<file path="src/rtl/mem_ctrl_pkg.sv">
// mem_ctrl_pkg: shared types for the bank access controller.
// Power state encoding, request bundle and default idle timeout.
package mem_ctrl_pkg;

   localparam int IDLE_TIMEOUT_DEF = 8;
   localparam int REQ_ADDR_MAX     = 32;
   localparam int REQ_DATA_MAX     = 64;

   typedef enum logic [1:0] {
      SLEEP  = 2'd0,
      WAKE   = 2'd1,
      ACTIVE = 2'd2
   } state_t;

   // widest supported request; narrower banks zero-extend into it
   typedef struct packed {
      logic                    write;
      logic [REQ_ADDR_MAX-1:0] addr;
      logic [REQ_DATA_MAX-1:0] wdata;
   } mem_req_t;

endpackage

</file>
<file path="src/rtl/mem_bank_access_ctrl_rr_arbiter.sv">
// rr_arbiter: round-robin one-hot grant over a request vector.
// Pointer moves one past the winner after every grant.
module rr_arbiter #(
   parameter int N = 4
) (
   input  logic         clk,
   input  logic         rst_n,
   input  logic [N-1:0] req,
   input  logic         en,
   output logic [N-1:0] gnt
);

   localparam int PW = (N > 1) ? $clog2(N) : 1;

   logic [PW-1:0] r_ptr;
   logic [PW-1:0] w_idx;
   logic [PW-1:0] w_nxt;
   logic          w_any;

   // first requester at or after the pointer wins
   always_comb begin
      gnt   = '0;
      w_idx = '0;
      w_nxt = r_ptr;
      w_any = 1'b0;
      for (int k = 0; k < N; k++) begin
         w_idx = PW'((32'(r_ptr) + 32'(k)) % 32'(N));
         if (en && req[w_idx] && !w_any) begin
            gnt[w_idx] = 1'b1;
            w_nxt      = PW'((32'(w_idx) + 32'd1) % 32'(N));
            w_any      = 1'b1;
         end
      end
   end

   // advance the pointer past the winner
   always_ff @(posedge clk) begin
      if (!rst_n) begin
         r_ptr <= '0;
      end else if (w_any) begin
         r_ptr <= w_nxt;
      end
   end

endmodule

</file>
<file path="src/rtl/mem_bank_access_ctrl.sv">
// mem_bank_access_ctrl: arbitrates N_REQ clients onto one
// single-port bank, routes read data, gates chip-enable when idle.
module mem_bank_access_ctrl
   import mem_ctrl_pkg::*;
#(
   parameter int N_REQ        = 4,
   parameter int ADDR_W       = 10,
   parameter int DATA_W       = 16,
   parameter int IDLE_TIMEOUT = IDLE_TIMEOUT_DEF
) (
   input  logic                    clk,
   input  logic                    rst_n,
   input  logic [N_REQ-1:0]        req_valid,
   input  logic [N_REQ-1:0]        req_write,
   input  logic [N_REQ*ADDR_W-1:0] req_addr,
   input  logic [N_REQ*DATA_W-1:0] req_wdata,
   output logic [N_REQ-1:0]        req_ready,
   output logic [N_REQ-1:0]        rsp_valid,
   output logic [DATA_W-1:0]       rsp_data,
   output logic                    bank_chip_en,
   output logic                    bank_wr_en,
   output logic [ADDR_W-1:0]       bank_wr_addr,
   output logic [DATA_W-1:0]       bank_wr_data,
   output logic                    bank_rd_en,
   output logic [ADDR_W-1:0]       bank_rd_addr,
   input  logic [DATA_W-1:0]       bank_rd_data
);

   localparam int CW = $clog2(IDLE_TIMEOUT + 1);

   state_t            r_state;
   logic [CW-1:0]     r_cnt;
   logic              r_chip_en;
   logic [N_REQ-1:0]  r_tag;
   logic [ADDR_W-1:0] r_wr_addr;
   logic [ADDR_W-1:0] r_rd_addr;
   logic [DATA_W-1:0] r_wr_data;
   logic [DATA_W-1:0] r_rsp_data;

   logic [N_REQ-1:0]  w_gnt;
   logic              w_en;
   logic              w_any;
   logic              w_wr;
   logic              w_rd;
   logic              w_idle;
   mem_req_t          w_sel;

   assign w_en = (r_state == ACTIVE);

   rr_arbiter #(.N(N_REQ)) u_arb (
      .clk   (clk),
      .rst_n (rst_n),
      .req   (req_valid),
      .en    (w_en),
      .gnt   (w_gnt)
   );

   // select the granted client's request
   always_comb begin
      w_sel = '0;
      for (int i = 0; i < N_REQ; i++) begin
         if (w_gnt[i]) begin
            w_sel.write = req_write[i];
            w_sel.addr  = REQ_ADDR_MAX'(req_addr[i*ADDR_W +: ADDR_W]);
            w_sel.wdata = REQ_DATA_MAX'(req_wdata[i*DATA_W +: DATA_W]);
         end
      end
   end

   assign w_any  = |w_gnt;
   assign w_wr   = w_any & w_sel.write;
   assign w_rd   = w_any & ~w_sel.write;
   assign w_idle = ~(|req_valid) & ~(|r_tag);

   assign req_ready    = w_gnt;
   assign bank_chip_en = r_chip_en;
   assign bank_wr_en   = w_wr;
   assign bank_rd_en   = w_rd;
   assign bank_wr_addr = w_wr ? w_sel.addr[ADDR_W-1:0] : r_wr_addr;
   assign bank_wr_data = w_wr ? w_sel.wdata[DATA_W-1:0] : r_wr_data;
   assign bank_rd_addr = w_rd ? w_sel.addr[ADDR_W-1:0] : r_rd_addr;
   assign rsp_valid    = r_tag;
   assign rsp_data     = (|r_tag) ? bank_rd_data : r_rsp_data;

   // power FSM: wake on demand, sleep after a run of idle cycles
   always_ff @(posedge clk) begin
      if (!rst_n) begin
         r_state   <= SLEEP;
         r_chip_en <= 1'b0;
         r_cnt     <= '0;
      end else begin
         unique case (r_state)
            SLEEP: begin
               if (|req_valid) begin
                  r_state   <= WAKE;
                  r_chip_en <= 1'b1;
               end
            end
            WAKE: begin
               r_state   <= ACTIVE;
               r_chip_en <= 1'b1;
            end
            ACTIVE: begin
               if (!w_idle) begin
                  r_cnt <= '0;
               end else if (r_cnt == CW'(IDLE_TIMEOUT - 1)) begin
                  r_state   <= SLEEP;
                  r_chip_en <= 1'b0;
                  r_cnt     <= '0;
               end else begin
                  r_cnt <= r_cnt + 1'b1;
               end
            end
            default: begin
               r_state   <= SLEEP;
               r_chip_en <= 1'b0;
               r_cnt     <= '0;
            end
         endcase
      end
   end

   // hold last issued bank fields, read tag and last read data
   always_ff @(posedge clk) begin
      if (!rst_n) begin
         r_tag      <= '0;
         r_wr_addr  <= '0;
         r_wr_data  <= '0;
         r_rd_addr  <= '0;
         r_rsp_data <= '0;
      end else begin
         r_tag <= w_gnt & {N_REQ{w_rd}};
         if (w_wr) begin
            r_wr_addr <= w_sel.addr[ADDR_W-1:0];
            r_wr_data <= w_sel.wdata[DATA_W-1:0];
         end
         if (w_rd) begin
            r_rd_addr <= w_sel.addr[ADDR_W-1:0];
         end
         if (|r_tag) begin
            r_rsp_data <= bank_rd_data;
         end
      end
   end

   // bank protocol invariants; also checks the request zero-extension
   always_ff @(posedge clk) begin
      if (rst_n) begin
         assert (!(w_wr && w_rd));
         assert (!(w_wr || w_rd) || r_chip_en);
         assert ($onehot0(w_gnt));
         assert ($onehot0(r_tag));
         assert ((w_sel.addr >> ADDR_W) == '0);
         assert ((w_sel.wdata >> DATA_W) == '0);
      end
   end

endmodule

</file>
<file path="config.mk">
export PLATFORM = sky130hd
export DESIGN_NAME = mem_bank_access_ctrl
export DESIGN_NICKNAME = d
export VERILOG_FILES = /design/src/rtl/mem_ctrl_pkg.sv /design/src/rtl/mem_bank_access_ctrl_rr_arbiter.sv /design/src/rtl/mem_bank_access_ctrl.sv
export SDC_FILE = /design/constraint.sdc
export NUM_CORES = 1
export LEC_CHECK = 0
export BUFFER_PORTS_ARGS = -buffer_cell sky130_fd_sc_hd__buf_2
export CAP_MARGIN = 20
export CORE_MARGIN = 10
export CORE_UTILIZATION = 33
export DETAILED_ROUTE_END_ITERATION = 8
export PLACE_DENSITY_LB_ADDON = 0.25
export RECOVER_POWER = 100
export SETUP_SLACK_MARGIN = 0.1
export SYNTH_ARGS = -nofsm -noshare
export SYNTH_HDL_FRONTEND = slang
export SYNTH_SLANG_ARGS = --single-unit
</file>
<file path="constraint.sdc">
create_clock -name clk -period 4.43 [get_ports clk]
set_clock_uncertainty 0.15 [all_clocks]
set_input_delay 0.443 -clock clk [delete_from_list [all_inputs] [get_ports clk]]
set_output_delay 0.443 -clock clk [all_outputs]
set_load 0.005 [all_outputs]
</file>
==> flow_metrics.env <==
export IMPL_status="finished, violations left"
export IMPL_violations="capacitance limit, slew limit"
export IMPL_clock_sinks=65
export IMPL_setup_viol=0
export IMPL_syn_to_final_growth_pct=38.5
export IMPL_vdd_ir_drop_max_mv=0.195
export IMPL_drt_pre_antenna_iters=5
export IMPL_initial_core_util_pct=33.9
export IMPL_ys_types=53
export IMPL_synth_edf_count=0
export IMPL_period_minus_slack_ps=4200
export IMPL_pin_count=193
export IMPL_layout_drive_gt1_share_pct=34.8
export IMPL_ctsRootBufferMaster="clkbuf_16"
export IMPL_p_leak_nw=2.58
export IMPL_sequentialPowerShare_pct=30.0
export IMPL_worstRegToRegCells=11
export IMPL_hold_end="rsp_valid[3]"
export IMPL_worst_pin_slew_ps=1810
export IMPL_grt_util_met3_pct=5.26
export IMPL_diodes=0
export IMPL_grt_pass1_wl_microns=24100
export IMPL_nets=794
export IMPL_grt_pass1_vias=4525
export IMPL_ys_seq_elements=65
export IMPL_grt_max_degree=47
export IMPL_synth_nets=604
export IMPL_nFillCells=1207
export IMPL_path_class="flop to primary output"
export IMPL_r2r_end="r_wr_addr[5]"
export IMPL_grt_use_total_pct=16.8
export IMPL_hold_viol=0
export IMPL_p_sw_w=0.000784
export IMPL_holdCritPathClass="input port to flop"
export IMPL_p_comb_share_pct=38.9
export IMPL_synth_seq_area_share_pct=31.8
export IMPL_start_kind="flop"
export IMPL_core_rowCount=40
export IMPL_drtIter0Drc=246
export IMPL_max_slew_margin_pct=-20.9
export IMPL_syn_inst=466
export IMPL_dp_cells=803
export IMPL_synth_area_per_cell_sq_um=8.78
export IMPL_clkTransAtPathRegs_ps=60
export IMPL_grt_met1_usage_pct=19.8
export IMPL_hpwl_microns=11500
export IMPL_ys_flop_type="dfxtp_1"
export IMPL_intPower_w=0.00156
export IMPL_cp_arrival_ps=3610
export IMPL_finalCritPeriodShare_pct=94.8
export IMPL_ys_warn_count=0
export IMPL_wl_per_cell_microns=18.3
export IMPL_cts_tree="done"
export IMPL_power_per_cell_area_nw_per_um2=414
export IMPL_vias=4410
export IMPL_io_buffers=192
export IMPL_instances_no_fill=829
export IMPL_worstReg2RegStart="u_arb.r_ptr[0]"
export IMPL_wl_microns=15200
export IMPL_slew_viol_final=47
export IMPL_cts_buffers=9
export IMPL_switching_share_pct=33.5
export IMPL_hold_depth=2
export IMPL_crit_chain="inv_2 > ha_4 > or3b_1 > o22ai_4 > a211oi_1 > or3_4 > o311a_1 > o21a_1 > clkinv_2 > buf_12 > mux2i_1 > buf_2"
export IMPL_crit_slowest_cell="or3_4"
export IMPL_crit_fanout=30
export IMPL_worst_setup_path_end_kind="primary output"
export IMPL_cts_hold_buf=0
export IMPL_critPathMaxStageDelay_ps=460
export IMPL_rsz0062_at_grt="true"
export IMPL_top_usage_layer="met2"
export IMPL_holdCritStartpoint="req_write[3]"
export IMPL_fmax_ghz=0.238
export IMPL_vias_per_cell=5.32
export IMPL_grt_overflow=0
export IMPL_synth_area_sq_um=4090
export IMPL_remaining_drc_errors=0
export IMPL_htree_levels=3
export IMPL_core_area_sq_um=12100
export IMPL_finalPower_w=0.00234
export IMPL_insertion_delay_ps=320
export IMPL_die_x_microns=131
export IMPL_die_area_sq_um=17200
export IMPL_use_met2_pct=28.3
export IMPL_ant_nets=0
export IMPL_clk_path_buf_depth=2
export IMPL_required_ps=3840
export IMPL_place_gp_congestion=0.845
export IMPL_antenna_found_initial=0
export IMPL_dieHeight_microns=131
export IMPL_max_cap_viol_count=1
export IMPL_rrSetupSlack_ps=890
export IMPL_tns_ps=0
export IMPL_pwr_share_clk_pct=31.1
export IMPL_async_reset_ff_share_pct=0
[Yosys cell counts (15+ instances only)]
cell type / count / share of area [%]
dfxtp_1: 65 / 32
o211ai_1: 17 / 3.1
inv_1: 25 / 2.3
o21a_1: 17 / 3.1
and2_1: 26 / 4.0
a221oi_1: 17 / 3.6
nor2_1: 15 / 1.4
clkbuf_1: 22 / 2.0
mux2_2: 22 / 6.1
nand2_1: 27 / 2.5
o21ai_0: 30 / 3.7
o211a_1: 16 / 3.9
a21oi_1: 28 / 3.4
[state kept, by name, summed over array words and instances (netlist names)]
signal,count
u_arb.r_ptr,2
r_wr_addr,10
r_rsp_data,16
bank_chip_en,1
rsp_valid,4
r_cnt,4
r_rd_addr,10
r_wr_data,16
r_state,2
[logic make-up (layout without fill, tap and decap cells)]
family | count (synthesis) | count (layout) | share of synthesized area, %
simple gates | 106 | 106 | 14.7
flops | 65 | 65 | 31.8
fa+ha+maj | 8 | 8 | 2.45
buf+inv | 69 | 264 | 7.74
compound gates | 179 | 179 | 32.5
mux | 38 | 38 | 10.6
xor+xnor | 1 | 1 | 0.214
[cell type report]
type,instances,area (sq um),share of cell area (%)
flip-flops and latches,65,1310,23.0
repair buffers,219,1160,20.5
well taps,168,210,3.71
clock inverters,5,61.3,1.08
clock buffers,11,253,4.46
multi-input cells,332,2560,45.3
inverters,29,110,1.94
[per-stage QoR]
step	utilization (%)	area (sq um)	hold WS, ps	worst slack, ps
CTS	46.5	5610	146	97.5
finish	47.0	5670	157	229
floorplan	-	4090	298	709
global placement	43.3	5230	319	254
detailed placement	43.3	5230	326	120
global route	47.0	5670	153	53.5
[what timing repair did]
item	CTS	global route
resized for setup	7	14
gates cloned	1	0
endpoints found under the setup margin	38	37
setup buffers	1	8
pin swaps	1	2
[worst max-delay path: cells and delay by family, from the launching register on]
family                     cells  cell delay, ps
and+or+nand+nor                2             860
AOI/OAI and AO/OA              4             850
buffers and inverters          4             560
DFF                            1             400
muxes                          1             310
adders and majority gates      1             270
[per-layer routing]
metal / vias up / wire (microns)
li1: 2132 / -
met4: 0 / 288
met5: - / 0
met3: 20 / 1080
met1: 2080 / 6470
met2: 178 / 7350
[layout by cell type (no fill, tap or decap), types with 5 or more instances in the layout]
cell type,n
inv_2,5
a21oi_1,27
mux2i_1,11
o21a_1,17
a211oi_1,12
buf_2,145
inv_1,22
buf_4,20
mux2_2,16
a221oi_1,16
and2_1,22
mux2_1,6
a2bb2oi_1,6
nor2_1,16
o211ai_1,17
dfxtp_1,64
o21ai_0,30
o211a_1,16
o311a_1,11
nand2_1,27
clkbuf_1,48
o31ai_1,12
ha_1,7
clkbuf_16,9
[worst max-delay path by stage]
stage / startpoint / end / cells past startpoint / slack, ps
floorplan: u_arb.r_ptr[0] / bank_wr_data[10] / 13 / 710
global placement: u_arb.r_ptr[1] / bank_wr_addr[4] / 12 / 250
detailed placement: u_arb.r_ptr[1] / bank_wr_addr[4] / 12 / 120
CTS: u_arb.r_ptr[0] / bank_wr_addr[4] / 11 / 100
global route: u_arb.r_ptr[1] / bank_wr_addr[4] / 12 / 50
finish: u_arb.r_ptr[1] / bank_wr_addr[4] / 12 / 230
[power by group through the flow]
stage	sequential, W	clock [W]	combinational (W)
floorplan	0.000700	0	0.000558
global placement	0.000709	0	0.000877
detailed placement	0.000712	0	0.000891
CTS	0.000700	0.000750	0.000930
global route	0.000712	0.000781	0.00101
finish	0.000703	0.000730	0.000911
(Power assumes the default switching activity.)
